==> src/rtl/multi_test_clk.sv <==
// Multi-channel programmable test clock generator with per-channel offset,
// duty, drift injection and finite burst mode.
package clks_alot_p;
    localparam int RATE_COUNTER_WIDTH = 8;
endpackage

module multi_test_clk #(
    parameter int CHANNELS    = 2,
    parameter int RATE_WIDTH  = clks_alot_p::RATE_COUNTER_WIDTH,
    parameter int BURST_WIDTH = 16
) (
    input  logic                           clk,
    input  logic                           async_rst_n,
    input  logic                           clk_en,
    input  logic [CHANNELS-1:0]            init_i,
    input  logic [CHANNELS-1:0]            starting_polarity_i,
    input  logic [CHANNELS-1:0]            generation_en_i,
    input  logic [CHANNELS*RATE_WIDTH-1:0] high_rate_i,
    input  logic [CHANNELS*RATE_WIDTH-1:0] low_rate_i,
    input  logic [CHANNELS*RATE_WIDTH-1:0] phase_offset_i,
    input  logic                           drift_en_i,
    input  logic                           drift_polarity_i,
    input  logic [RATE_WIDTH-1:0]          drift_interval_i,
    input  logic                           burst_mode_i,
    input  logic [BURST_WIDTH-1:0]         burst_length_i,
    output logic [CHANNELS-1:0]            clk_o,
    output logic [CHANNELS-1:0]            rising_o,
    output logic [CHANNELS-1:0]            falling_o,
    output logic [CHANNELS-1:0]            busy_o,
    output logic [CHANNELS-1:0]            done_o
);

    typedef enum logic [2:0] {
        ST_IDLE   = 3'd0,
        ST_OFFSET = 3'd1,
        ST_HIGH   = 3'd2,
        ST_LOW    = 3'd3,
        ST_DONE   = 3'd4
    } state_t;

    localparam logic signed [RATE_WIDTH:0]   ACC_MAX  = $signed({1'b0, {RATE_WIDTH{1'b1}}});
    localparam logic signed [RATE_WIDTH:0]   ACC_MIN  = -ACC_MAX;
    localparam logic signed [RATE_WIDTH:0]   ACC_ONE  = $signed({{RATE_WIDTH{1'b0}}, 1'b1});
    localparam logic signed [RATE_WIDTH+1:0] SUM_MAX  = $signed({2'b00, {RATE_WIDTH{1'b1}}});
    localparam logic signed [RATE_WIDTH+1:0] SUM_ONE  = $signed({{(RATE_WIDTH+1){1'b0}}, 1'b1});
    localparam logic [RATE_WIDTH-1:0]        RATE_ONE = RATE_WIDTH'(1'b1);

    // Phase length in cycles: latched rate plus drift, clamped to [1, 2^W-1].
    function automatic logic [RATE_WIDTH-1:0] eff_rate(
        input logic [RATE_WIDTH-1:0]   rate,
        input logic signed [RATE_WIDTH:0] acc
    );
        logic signed [RATE_WIDTH+1:0] sum;
        sum = $signed({2'b00, rate}) + $signed({acc[RATE_WIDTH], acc});
        if (sum < SUM_ONE) begin
            return RATE_ONE;
        end else if (sum > SUM_MAX) begin
            return {RATE_WIDTH{1'b1}};
        end else begin
            return sum[RATE_WIDTH-1:0];
        end
    endfunction

    // One saturating drift step; the clamp keeps any phase reachable by eff_rate.
    function automatic logic signed [RATE_WIDTH:0] drift_step(
        input logic signed [RATE_WIDTH:0] acc,
        input logic                       up
    );
        if (up) begin
            return (acc < ACC_MAX) ? acc + ACC_ONE : acc;
        end else begin
            return (acc > ACC_MIN) ? acc - ACC_ONE : acc;
        end
    endfunction

    logic [1:0] rst_sync_r;
    logic       rst_int_n_s;

    // Reset synchroniser: asserts immediately, releases after two clock edges.
    always_ff @(posedge clk or negedge async_rst_n) begin
        if (!async_rst_n) begin
            rst_sync_r <= 2'b00;
        end else begin
            rst_sync_r <= {rst_sync_r[0], 1'b1};
        end
    end

    assign rst_int_n_s = rst_sync_r[1];

    for (genvar ch = 0; ch < CHANNELS; ch++) begin : g_ch
        state_t                   state_r, state_s;
        logic                     clk_r, clk_s;
        logic                     rise_r, rise_s;
        logic                     fall_r, fall_s;
        logic                     busy_r, busy_s;
        logic                     done_r, done_s;
        logic                     pol_r, pol_s;
        logic [RATE_WIDTH-1:0]    hi_rate_r, hi_rate_s;
        logic [RATE_WIDTH-1:0]    lo_rate_r, lo_rate_s;
        logic [RATE_WIDTH-1:0]    cnt_r, cnt_s;
        logic [RATE_WIDTH-1:0]    intv_r, intv_s;
        logic [BURST_WIDTH-1:0]   burst_len_r, burst_len_s;
        logic [BURST_WIDTH-1:0]   period_r, period_s;
        logic signed [RATE_WIDTH:0] drift_r, drift_s;
        logic                     run_s;
        logic                     burst_hit_s;
        logic                     drift_on_s;
        logic                     drift_tick_s;
        logic [RATE_WIDTH-1:0]    hi_in_s, lo_in_s, off_in_s;

        assign hi_in_s      = high_rate_i[ch*RATE_WIDTH +: RATE_WIDTH];
        assign lo_in_s      = low_rate_i[ch*RATE_WIDTH +: RATE_WIDTH];
        assign off_in_s     = phase_offset_i[ch*RATE_WIDTH +: RATE_WIDTH];
        assign run_s        = clk_en & generation_en_i[ch];
        assign burst_hit_s  = burst_mode_i && (burst_len_r != {BURST_WIDTH{1'b0}})
                              && (period_r >= burst_len_r);
        assign drift_on_s   = drift_en_i && (drift_interval_i != {RATE_WIDTH{1'b0}});
        assign drift_tick_s = drift_on_s
                              && (({1'b0, intv_r} + {{RATE_WIDTH{1'b0}}, 1'b1})
                                  >= {1'b0, drift_interval_i});

        // Next-state and next-output logic for one channel.
        always_comb begin
            state_s     = state_r;
            clk_s       = clk_r;
            pol_s       = pol_r;
            hi_rate_s   = hi_rate_r;
            lo_rate_s   = lo_rate_r;
            cnt_s       = cnt_r;
            intv_s      = intv_r;
            burst_len_s = burst_len_r;
            period_s    = period_r;
            drift_s     = drift_r;

            if (clk_en && init_i[ch]) begin
                pol_s       = starting_polarity_i[ch];
                hi_rate_s   = hi_in_s;
                lo_rate_s   = lo_in_s;
                burst_len_s = burst_length_i;
                drift_s     = {(RATE_WIDTH+1){1'b0}};
                period_s    = {BURST_WIDTH{1'b0}};
                intv_s      = {RATE_WIDTH{1'b0}};
                cnt_s       = off_in_s;
                clk_s       = ~starting_polarity_i[ch];
                state_s     = ST_OFFSET;
            end else if (run_s) begin
                case (state_r)
                    ST_IDLE: begin
                        state_s = ST_IDLE;
                    end
                    ST_OFFSET: begin
                        if (cnt_r != {RATE_WIDTH{1'b0}}) begin
                            cnt_s = cnt_r - RATE_ONE;
                        end else if (pol_r) begin
                            state_s  = ST_HIGH;
                            clk_s    = 1'b1;
                            cnt_s    = eff_rate(hi_rate_r, drift_r) - RATE_ONE;
                            period_s = (period_r == {BURST_WIDTH{1'b1}}) ? period_r
                                       : period_r + BURST_WIDTH'(1'b1);
                        end else begin
                            state_s = ST_LOW;
                            clk_s   = 1'b0;
                            cnt_s   = eff_rate(lo_rate_r, drift_r) - RATE_ONE;
                        end
                    end
                    ST_HIGH: begin
                        if (cnt_r != {RATE_WIDTH{1'b0}}) begin
                            cnt_s = cnt_r - RATE_ONE;
                        end else begin
                            state_s = ST_LOW;
                            clk_s   = 1'b0;
                            cnt_s   = eff_rate(lo_rate_r, drift_r) - RATE_ONE;
                        end
                    end
                    ST_LOW: begin
                        if (cnt_r != {RATE_WIDTH{1'b0}}) begin
                            cnt_s = cnt_r - RATE_ONE;
                        end else if (burst_hit_s) begin
                            state_s = ST_DONE;
                            clk_s   = ~pol_r;
                        end else begin
                            // A LOW->HIGH edge closes a full period; drift applies
                            // to the HIGH phase starting on the same edge.
                            state_s  = ST_HIGH;
                            clk_s    = 1'b1;
                            period_s = (period_r == {BURST_WIDTH{1'b1}}) ? period_r
                                       : period_r + BURST_WIDTH'(1'b1);
                            if (drift_tick_s) begin
                                intv_s  = {RATE_WIDTH{1'b0}};
                                drift_s = drift_step(drift_r, drift_polarity_i);
                            end else if (drift_on_s) begin
                                intv_s = intv_r + RATE_ONE;
                            end else begin
                                intv_s = intv_r;
                            end
                            cnt_s = eff_rate(hi_rate_r, drift_s) - RATE_ONE;
                        end
                    end
                    ST_DONE: begin
                        state_s = ST_DONE;
                    end
                    default: begin
                        state_s = ST_IDLE;
                        clk_s   = 1'b0;
                    end
                endcase
            end else begin
                state_s = state_r;
            end

            rise_s = clk_s & ~clk_r;
            fall_s = ~clk_s & clk_r;
            busy_s = (state_s == ST_OFFSET) || (state_s == ST_HIGH) || (state_s == ST_LOW);
            done_s = (state_s == ST_DONE);
        end

        // Channel state and registered outputs.
        always_ff @(posedge clk or negedge rst_int_n_s) begin
            if (!rst_int_n_s) begin
                state_r     <= ST_IDLE;
                clk_r       <= 1'b0;
                rise_r      <= 1'b0;
                fall_r      <= 1'b0;
                busy_r      <= 1'b0;
                done_r      <= 1'b0;
                pol_r       <= 1'b0;
                hi_rate_r   <= {RATE_WIDTH{1'b0}};
                lo_rate_r   <= {RATE_WIDTH{1'b0}};
                cnt_r       <= {RATE_WIDTH{1'b0}};
                intv_r      <= {RATE_WIDTH{1'b0}};
                burst_len_r <= {BURST_WIDTH{1'b0}};
                period_r    <= {BURST_WIDTH{1'b0}};
                drift_r     <= {(RATE_WIDTH+1){1'b0}};
            end else begin
                state_r     <= state_s;
                clk_r       <= clk_s;
                rise_r      <= rise_s;
                fall_r      <= fall_s;
                busy_r      <= busy_s;
                done_r      <= done_s;
                pol_r       <= pol_s;
                hi_rate_r   <= hi_rate_s;
                lo_rate_r   <= lo_rate_s;
                cnt_r       <= cnt_s;
                intv_r      <= intv_s;
                burst_len_r <= burst_len_s;
                period_r    <= period_s;
                drift_r     <= drift_s;
            end
        end

        assign clk_o[ch]     = clk_r;
        assign rising_o[ch]  = rise_r;
        assign falling_o[ch] = fall_r;
        assign busy_o[ch]    = busy_r;
        assign done_o[ch]    = done_r;
    end

endmodule

==> config.mk <==
export PLATFORM = sky130hd
export DESIGN_NAME = multi_test_clk
export DESIGN_NICKNAME = d
export VERILOG_FILES = /design/src/rtl/multi_test_clk.sv
export SDC_FILE = /design/constraint.sdc
export NUM_CORES = 1
export LEC_CHECK = 0
export ABC_AREA = 1
export CAP_MARGIN = 20
export CORE_MARGIN = 2
export CORE_UTILIZATION = 61
export DETAILED_ROUTE_END_ITERATION = 16
export PLACE_DENSITY = 0.79
export SYNTH_ARGS = -nofsm -noshare
export SYNTH_HDL_FRONTEND = slang
export SYNTH_SLANG_ARGS = --single-unit
==> constraint.sdc <==
create_clock -name clk -period 6.2 [get_ports clk]
set_clock_uncertainty 0.1 [all_clocks]
set_input_delay 1.24 -clock clk [delete_from_list [all_inputs] [get_ports clk]]
set_output_delay 1.24 -clock clk [all_outputs]
set_load 0.02 [all_outputs]
==> results of run 1 <==
[repair_timing]
item | in CTS | in global routing
endpoints found under the setup margin | 0 | 7
setup buffers | 0 | 2
resized for setup | 0 | 8
[layout make-up]
cell class | count | area (um2) | share of cell area
multi-input cells | 1681 | 9230 | 0.556
flip-flops and latches | 166 | 4160 | 0.250
clock inverters | 14 | 176 | 0.0106
well taps | 319 | 399 | 0.0240
inverters | 317 | 1190 | 0.0717
clock buffers | 18 | 429 | 0.0258
repair buffers | 104 | 1030 | 0.0618
[per-layer routing]
metal	track usage	up-vias	part of all wire
li1	-	7435	-
met1	0.472	7016	0.46
met3	0.0431	56	0.076
met5	0	-	0
met2	0.509	584	0.45
met4	0.0731	0	0.015
[registers in the layout, summed over array words and instances, names as in the netlist]
signal	flops
g_ch.burst_len_r	32
g_ch.busy_r	2
g_ch.clk_r	2
g_ch.cnt_r	16
g_ch.done_r	2
g_ch.drift_r	18
g_ch.fall_r	2
g_ch.hi_rate_r	16
g_ch.intv_r	16
g_ch.lo_rate_r	16
g_ch.period_r	32
g_ch.pol_r	2
g_ch.rise_r	2
g_ch.state_r	6
rst_sync_r	2
[how the worst min path moves through the flow]
stage | start | end | slack [ps] | depth (start not counted)
after floorplan | rst_sync_r[0] | rst_sync_r[1] | 230 | 0
after global placement | rst_sync_r[1] | g_ch[1].hi_rate_r[6] | 150 | 0
after detailed placement | rst_sync_r[1] | g_ch[1].hi_rate_r[6] | 150 | 0
after CTS | rst_sync_r[1] | g_ch[1].hi_rate_r[6] | 160 | 0
after global routing | rst_sync_r[1] | g_ch[1].hi_rate_r[6] | 180 | 0
final | rst_sync_r[1] | g_ch[1].hi_rate_r[6] | 150 | 0
[worst reg2reg max path: cells and delay by family (launching register included)]
family / cells / cell delay, ps
AND/OR/NAND/NOR: 22 / 2320
flip-flops: 1 / 410
buffers and inverters: 9 / 870
AO/OA/AOI/OAI: 2 / 220
adder cells (fa/ha/maj): 5 / 1380
XOR/XNOR: 2 / 270
[power groups by stage]
stage	combinational (uW)	sequential, uW	clock, uW
4_1_cts	1900	1410	1120
3_3_place_gp	1850	1420	0
6_report	1930	1410	1120
3_5_place_dp	1880	1420	0
5_1_grt	2190	1430	1160
2_1_floorplan	1450	1370	0
[layout by cell type, fill, tap and decap left out, types with 8 or more instances in the layout]
cell,n
sky130_fd_sc_hd__nand2_1,589
sky130_fd_sc_hd__inv_1,306
sky130_fd_sc_hd__nor2_1,198
sky130_fd_sc_hd__nand3_1,191
sky130_fd_sc_hd__dfrtp_1,165
sky130_fd_sc_hd__o21ai_0,132
sky130_fd_sc_hd__ha_1,114
sky130_fd_sc_hd__a21oi_1,97
sky130_fd_sc_hd__clkdlybuf4s50_1,93
sky130_fd_sc_hd__nand4_1,53
sky130_fd_sc_hd__xor2_1,44
sky130_fd_sc_hd__nor3_1,40
sky130_fd_sc_hd__nor4_1,17
sky130_fd_sc_hd__xnor2_1,17
sky130_fd_sc_hd__clkbuf_16,17
sky130_fd_sc_hd__nand2_2,15
sky130_fd_sc_hd__o211ai_1,15
sky130_fd_sc_hd__o22ai_1,15
sky130_fd_sc_hd__nand3_2,13
sky130_fd_sc_hd__nand3b_1,12
sky130_fd_sc_hd__nor2_2,11
sky130_fd_sc_hd__o31ai_1,11
sky130_fd_sc_hd__buf_4,10
sky130_fd_sc_hd__a31oi_1,9
sky130_fd_sc_hd__o21ai_1,8
[through the flow]
| stage | setup TNS, ps | cell area (um2) | hold slack [ps] | setup slack (ps) |
|---|---|---|---|---|
| final | 0 | 16600 | 147 | 385 |
| after global routing | -63.8 | 16600 | 185 | -25.4 |
| after CTS | 0 | 16600 | 163 | 435 |
| after detailed placement | -19.1 | 16000 | 151 | -19.1 |
| after global placement | 0 | 16000 | 147 | 146 |
| after floorplan | 0 | 14800 | 231 | 993 |
[cells by family after synthesis]
family                   share of synthesized area
AND/OR/NAND/NOR                              0.351
buffers and inverters                       0.0978
AO/OA/AOI/OAI                                0.127
flip-flops                                   0.281
adder cells (fa/ha/maj)                      0.105
XOR/XNOR                                    0.0378
other                                     0.000253
==> flow_results.org, run 1 <==
** Outcome
- The flow ran to the end, and the final reports show no timing, DRC or antenna violations.

** Floorplan
- Width of the die :: 160 um
- Die span in y :: 160 um
- The initial utilization of the core area, before any placement, comes to 0.627.
- Area inside the core boundary :: 0.0236 mm2
- Number of top-level design ports :: 94
- Full die area :: 0.0255 mm2
- Row count :: 56

** Worst setup path
- Data arrival time of the critical path :: between 6000 and 7000 ps
- On the worst path, the slowest cell contributes a delay of between 400 and 500 ps.
- In this run the register-to-register setup slack is between 500 and 600 ps.
- Broken down by cell family, the worst path's largest delay share belongs to simple AND/OR/NAND/NOR gates.
- In this design, the critical path's most frequently occurring cell is sky130_fd_sc_hd__nand2_1.
- Crit path required time :: ~6400 ps
- Crit path to :: g_ch[0].cnt_r[4]
- Startpoint of the most critical setup path :: drift_interval_i[6]
- Measured in cells, the most critical reg-to-reg path has a length of 40.
- Startpoint types :: input pin
- Number of buffer and inverter stages on the critical path :: 10
- In this run the worst path has a maximum fanout of 7.
- The worst setup path is captured at a flip-flop.
- The worst register-to-register path ends at g_ch[0].cnt_r[4].
- Reg-to-reg startpoint :: g_ch[0].intv_r[0]
- By startpoint and endpoint, the worst setup path is classified as input pin to flip-flop.
- Slowest CP cell :: sky130_fd_sc_hd__clkdlybuf4s50_1
- The critical path runs through a total of 36 cells.

** Power and ir drop
- After layout, the design draws a total of about 4500 uW.
- Worst voltage drop across the vdd grid :: between 0.2 and 0.25 mV
- Leakage power :: between 0.008 and 0.009 uW
- The share of total power dissipated in the clock network is 0.251.
- Of the total power, combinational logic draws 0.433.
- The share of total power dissipated in sequential elements is 0.316.
- In this run the power density over the cells is 269 mW/mm2.
- Net switching fraction of the power :: 0.437
- Internal power comes to between 2000 and 3000 uW.
- Switching Power :: 1950 uW

** Cells and area
- Share of final-layout standard cells stronger than drive strength 1 :: 0.0509
- Final non-filler cell total :: 2619
- # nets final :: 2492
- Antenna Cells :: 0
- Number of filler instances in the final layout :: 2055
- End-of-flow core utilization :: 0.703
- Layout overhead on the synthesized area :: 12.2%

** Routing
- Remaining design rule violation count :: 0
- Dividing the detail-routed via count by the number of cells gives 5.76.
- The routed design has 41300 um of wire.
- Antenna-violating nets left :: 0
- Routed len/inst :: about 16 um
- The detailed router placed 15100 vias in this run.
- After the first detailed-routing iteration, the DRC count stood at 1673.
- The first detailed-routing pass ran for 6 iterations.

** Synth
- The number of different library cells used by synthesis comes to 61.
- In the synthesized netlist the dominant register cell turns out to be sky130_fd_sc_hd__dfrtp_1.
- Synthesized flop and latch total :: about 170
- Proportion of synthesized chip area in sequential cells :: 0.281
- The share of synthesized area in the top cell type comes to 0.281.
- Of all cell types, the one taking the most synthesized area is sky130_fd_sc_hd__dfrtp_1.
- Average size of a mapped cell :: 6.69 um2
- After synthesis the cells add up to 0.0148 mm2.
- For this run, asynchronously set or reset flops after synthesis account for 1.00.
- In the synthesized netlist, the cells that appear most often are sky130_fd_sc_hd__nand2_1 (592), sky130_fd_sc_hd__inv_1 (308), sky130_fd_sc_hd__nor2_1 (198).
- Number of nets in the synthesized netlist :: roughly 2400
- Count leader, synth :: sky130_fd_sc_hd__nand2_1
- Synthesis produced a netlist whose cell count is 2212.
- The synthesized design contains 0 enable-type register cells.
- Yosys printed 0 warnings.
- Yosys attributes the largest share of cell area to sky130_fd_sc_hd__dfrtp_1 (28%), sky130_fd_sc_hd__nand2_1 (15%), sky130_fd_sc_hd__ha_1 (9.7%), sky130_fd_sc_hd__inv_1 (7.8%), sky130_fd_sc_hd__nand3_1 (6.5%).

** GRT
- Entering global routing, the biggest net connects ~140 pins.
- Via count of the first global-routing pass :: 13900
- The first global-routing pass estimated 68100 um of wire.
- Total grt overflow :: 0
- GRT Resource Usage Total :: 0.323
- Initial antenna violation count :: 0

** Clock network
- The H-tree was split into 4 levels.
- Clock sink count :: 166
- CTS clk-pin slew, worst paths :: 80 ps
- Cts-stage hold buffer count :: 0
- Clk_lat worst skew :: about 450 ps
- TritonCTS built the clock tree.
- Number of buffers inserted during clock tree synthesis :: 17
- Root Buffer :: sky130_fd_sc_hd__clkbuf_16
- Largest buffer count on any clock path :: 2

** Timing
- Fin. Hold Viols :: 0
- Dividing the final minimum period by the clock period gives 0.938.
- For the pin with the worst max-slew slack, the measured transition is roughly 900 ps.
- Worst relative slew slack :: 0.384
- Max Clk Rate :: 172 MHz
- Setup violations remaining at the end of the flow were counted as 0.
- Min Tclk post-route :: between 5000 and 6000 ps
- The final count of pins violating max slew was 0.

** Placed design
- Port buffering added 93 buffers.
- Weighted congestion reported at the end of routability-driven placement :: 0.958
- The wire-length estimate of the detail-placed layout is 31200 um.
- Number of instances in the placed design :: 2585

** Flow run
- Number of max-cap violations :: 0

** Min path
- Min-Delay Path Class :: flip-flop to async pin
(Power assumes the default switching activity.)
==> run 2, diff against run 1 <==
--- a/config.mk
+++ b/config.mk
@@ -6,11 +6,11 @@
 export NUM_CORES = 1
 export LEC_CHECK = 0
 export ABC_AREA = 1
-export CAP_MARGIN = 20
 export CORE_MARGIN = 2
-export CORE_UTILIZATION = 61
+export CORE_UTILIZATION = 65
 export DETAILED_ROUTE_END_ITERATION = 16
-export PLACE_DENSITY = 0.79
+export DONT_BUFFER_PORTS = 1
+export PLACE_DENSITY = 0.78
 export SYNTH_ARGS = -nofsm -noshare
 export SYNTH_HDL_FRONTEND = slang
 export SYNTH_SLANG_ARGS = --single-unit
==> flow_results.org, run 2 (same netlist as run 1, synthesis figures left out) <==
** GRT
- After global routing the overflow that remains totals 0.
- Wire length of the first global-routing pass :: about 66000 um
- Entering global routing, the biggest net connects around 170 pins.
- GRT Resource Usage Total :: 0.338
- Initial antenna violation count :: 0
- Via count of the first global-routing pass :: 13700

** Worst setup path
- Worst path max stage delay :: 420 ps
- In this run the number of cells on the critical path is 35.
- The worst register-to-register path begins at g_ch[0].intv_r[0].
- Worst Reg-to-Reg Cells :: 35
- The worst setup path is launched from a flip-flop.
- Delay-heaviest family, CP :: simple AND/OR/NAND/NOR gates
- For the worst setup path, the data arrival time is 5870 ps.
- Startpoint of the most critical setup path :: g_ch[0].intv_r[0]
- At the worst endpoint, the required time is 6420 ps.
- Type of element capturing the critical path :: flip-flop
- Number of buffer and inverter stages on the critical path :: 6
- Category of the most critical setup path :: flip-flop to flip-flop
- Setup slack on the worst reg-to-reg path comes out at between 500 and 600 ps.
- For this design, the slowest cell found on the critical path is sky130_fd_sc_hd__dfrtp_1.
- The most numerous cell type found on the critical path is sky130_fd_sc_hd__inv_1.
- Largest driver fanout on the critical path :: 7

** Cells and area
- In the final layout, the share of cells above drive strength 1 is 0.0548.
- In the layout the commonest cells are sky130_fd_sc_hd__nand2_1 (589), sky130_fd_sc_hd__inv_1 (306), sky130_fd_sc_hd__nor2_1 (198), sky130_fd_sc_hd__nand3_1 (190), sky130_fd_sc_hd__dfrtp_1 (165).
- The finished layout holds approximately 2500 standard cells, fillers aside.
- The area growth from synthesis to layout is 6.13%.
- The repair_antennas step left the layout with diodes totalling 0.
- For this run, the share of the core covered by cells in the final layout is 0.698.
- After the last flow step, the layout net total stands at around 2400.
- Number of filler instances in the final layout :: between 2000 and 2500
- Biggest regs :: g_ch.burst_len_r x32, g_ch.period_r x32, g_ch.drift_r x18
- Leaving out fill and tap cells, the most frequent cell in the layout is sky130_fd_sc_hd__nand2_1.

** Placed design
- Dpl hpwl :: roughly 30000 um
- Minimum setup slack after placement :: 370 ps
- Buffers placed on the I/O ports in this run total 0.
- Counting tap cells, the placed design contains a total of 2456 instances.
- Weighted congestion reported at the end of routability-driven placement :: 0.973

** Routing
- In the detailed route, the total length drawn on met3 is 2170 um.
- Met1 wire length :: 17900 um
- In the routed layout, each cell is associated on average with a via count of 5.85.
- Total number of vias :: 14600
- In this run, the number of DRC markers left after iteration 0 of detailed routing was 1084.
- After detailed routing, no signal wire sits above met4.
- Remaining design rule violation count :: 0
- After detailed routing, the met2 layer carries 18800 um of wire.
- Dividing the detail-routed wire length by the instance count gives about 16 um.
- The first detailed-routing pass took 6 iterations.
- The final layout contains routed wiring with a total length of 39700 um.
- In this run the remaining antenna-violating nets after routing total 0.

** Power and ir drop
- Pwr/cell area :: 283 mW/mm2
- IR analysis of the VDD net gives a maximum drop of approximately 0.22 mV.
- Overall power consumption after layout is estimated at between 4000 and 5000 uW.
- The analysis attributes to cell leakage a power of approximately 0.0084 uW.

** Floorplan
- Full die area :: 0.0240 mm2
- The floorplan has 55 rows.
- Width of the die :: 155 um
- For this design the top-level I/O count stands at 94.
- Starting Density :: 0.657
- The core region is 0.0225 mm2.
- In this run the vertical extent of the chip is 155 um.

** Timing
- The count of final hold-check violations came to 0.
- Worst relative slew slack :: 0.303
- Of the available clock period, the critical path in the final layout requires 0.913.
- Smallest hold slack :: 264 ps
- Final setup violation count :: 0
- For the pin with the worst max-slew slack, the measured transition is between 1000 and 1500 ps.
- Across all setup checks in the final design, the least slack found is between 500 and 600 ps.
- Subtracting the final worst setup slack from the clock period gives about 5700 ps.
- Static timing analysis puts the maximum clock frequency at between 150 and 200 MHz.
- The final count of pins violating max slew is 0.

** Clock network
- In this run the number of H-tree levels came out at 4.
- In this run, post-CTS hold repair placed 0 buffers.
- Largest buffer count on any clock path :: 2
- The clock net in this run drives a total of around 170 sinks.
- Clock tree synthesis inserted a total of 17 buffers.
- CTS tree :: yes
- Clock tree synthesis selected as its root buffer the cell sky130_fd_sc_hd__clkbuf_16.
- After clock tree synthesis, the clock-pin slew on the worst setup and hold paths is 90 ps.
- The clock reaches the later pin of the worst-skew pair after approximately 440 ps.

** Flow run
- Number of max-cap violations :: 0

** Min path
- The worst hold path belongs to the class flip-flop to async pin.

** Outcome
- Result of the run :: complete, no violations
-- run 2: cell count changes in the layout (fill, tap and decap cells not counted), sizes merged --
cell	delta
clkbuf	-1
buf	+3
bufinv	+2
clkdlybuf4s50	-93
inv	-1
-- run 2: worst paths after layout --
check                                        to
setup / recovery               g_ch[0].cnt_r[2]
hold / removal             g_ch[1].hi_rate_r[3]
setup reg to reg               g_ch[0].cnt_r[2]
hold reg to reg            g_ch[1].hi_rate_r[3]
max in group asynchronous         g_ch[0].clk_r
min in group clk                  rst_sync_r[1]
-- run 2: layout make-up --
| type | count | area, um2 | share of cell area |
|---|---|---|---|
| flip-flops and latches | 166 | 4160 | 0.265 |
| inverters | 317 | 1190 | 0.0760 |
| clock buffers | 17 | 425 | 0.0271 |
| well taps | 285 | 357 | 0.0227 |
| multi-input cells | 1681 | 9220 | 0.587 |
| clock inverters | 15 | 229 | 0.0146 |
| repair buffers | 14 | 118 | 0.00749 |
-- run 2: timing repair --
action                                  CTS  global route
endpoints found under the setup margin    0            10
resized for setup                         0             8
buffers inserted                          0             7
hold endpoints to repair                  0             0
-- run 2: metrics by stage --
step / instance area, um2 / setup TNS, ps
4_1_cts: 15600 / 0
2_1_floorplan: 14800 / 0
3_3_place_gp: 15000 / 0
5_1_grt: 15700 / -65.3
6_report: 15700 / 0
3_5_place_dp: 15000 / 0
-- run 2: per-layer routing --
metal	vias up	global-route usage
met5	-	0
met4	0	0.0899
met3	65	0.0443
met2	423	0.568
met1	6844	0.462
li1	7270	-
-- run 2: power by group --
group	leakage (uW)	switching (uW)	internal, uW
sequential	0.00214	198	1220
clock	0.000317	540	663
combinational	0.00599	1180	644
==> RTL edit (config.mk and constraints of run 1) <==
Change the package constant `RATE_COUNTER_WIDTH` from 8 to 6.
--- a/src/rtl/multi_test_clk.sv
+++ b/src/rtl/multi_test_clk.sv
@@ -1,7 +1,7 @@
 // Multi-channel programmable test clock generator with per-channel offset,
 // duty, drift injection and finite burst mode.
 package clks_alot_p;
-    localparam int RATE_COUNTER_WIDTH = 8;
+    localparam int RATE_COUNTER_WIDTH = 6;
 endpackage
 
 module multi_test_clk #(
Ports: changed (resized drift_interval_i, high_rate_i, low_rate_i and phase_offset_i); port bits go from 94 to 80. The function was not compared with the original's and may differ.
==> RTL edit against run 1 <==
Worst setup slack gained 0.21 ns; wire length shrank 31%; core utilization shrank 0.63 points; register-to-register slack gained 0.48 ns; sequential cell count shrank 20; critical path depth shrank 1; count of clock-buffer cells in the layout grew 2; area after synthesis shrank 20%; sequential share of layout area grew 2.2 points; die area shrank 19%; first-iteration DRC count shrank 62%; design area shrank 19%; power shrank 7.6%; critical path type unchanged; critical endpoint is now g_ch[1].cnt_r[1]; largest cell class unchanged.
==> RTL edit: results (changes against run 1) <==
Run status
  • Status: finished, final reports clean

Cells and area
  • Non-CTS buffers: 87 (-16%)
  • FILL cells: 1697 (-17%)
  • Clock network share of area: 4.24% (+0.59 points)
  • Multi-input gate count: 1239 (-26%)
  • CLK BUF: 20 (+2)
  • Fraction of area in registers: 27.2% (+2.2 points)
  • Largest registers: g_ch.burst_len_r x32, g_ch.period_r x32, g_ch.drift_r x14

Placed design
  • Port buffer count: 79 (-15%)
  • Dpl cells: 1993 (-23%)
  • Gpl congestion: 0.954 (-0.42%)
  • Post-DP HPWL: 21600 um (-31%)
  • Placement Setup Slack: 0.224 ns (+0.243 ns)

GRT
  • Met1 track utilization from global routing: 36.9% (-10 points)
  • GRT met2 Usage: 51.0% (+0.083 points)
  • Gr usage total: 29.1% (-3.1 points)
  • First-pass GRT wire length: 49000 um (-28%)
  • M3 GR Usage: 4.37% (+0.054 points)
  • Largest net degree at the start of global routing: 77 (-46%)

Pwr
  • Sequential power share: 30.5% (-1.1 points)
  • Net switching power: 1740 uW (-11%)
  • Peak VDD IR: 0.233 mV (+5.9%)

Synthesis
  • Cells after Synth: 1683 (-24%)
  • Cell variety after synth: 65 (+6.6%)
  • Post-synth top cells: nand2_1, inv_1, dfrtp_1, nand3_1, nor2_1
  • Synthesized cell area: 11900 sq um (-20%)

Worst setup path
  • Top delay family on crit path: adder cells
  • Critical Path AT: 5.81 ns (-0.23 ns)
  • Critical Path End: g_ch[1].cnt_r[1]
  • Reg2reg path depth: 35 (-13%)

Routing
  • First drt pass iteration count: 5 (-1)
  • Final WL: 28700 um (-31%)
  • WL/cell: 14.1 um (-10%)
  • First DRT Iteration DRCs: 633 (-62%)
  • M1 wire length: 12600 um (-34%)
  • Met2 routed WL: 14100 um (-24%)

Clock network
  • Clock sink count: 146 (-12%)

STA
  • Fmax: 178 MHz (+3.7%)
  • Slew HR: 51.7% (+13 points)

Min path
  • Hold Path Class: flop to flop
## RTL edit: cell types whose count changed in the layout (fill, tap and decap cells not counted), sizes merged, moves of 14 or more
| cell | before | now |
|---|---|---|
| clkdlybuf4s50 | 93 | 79 |
| nand3 | 207 | 129 |
| ha | 115 | 99 |
| dfrtp | 166 | 146 |
| nor3 | 43 | 26 |
| o21ai | 140 | 113 |
| nor2 | 212 | 123 |
| inv | 320 | 257 |
| nand2 | 609 | 458 |
## RTL edit: how the worst min path moves through the flow
stage | startpoint | end | slack [ns]
finish | rst_sync_r[0] | rst_sync_r[1] | 0.25
global route | rst_sync_r[0] | rst_sync_r[1] | 0.27
CTS | rst_sync_r[0] | rst_sync_r[1] | 0.26
detailed placement | rst_sync_r[0] | rst_sync_r[1] | 0.24
global placement | rst_sync_r[0] | rst_sync_r[1] | 0.23
floorplan | rst_sync_r[0] | rst_sync_r[1] | 0.23
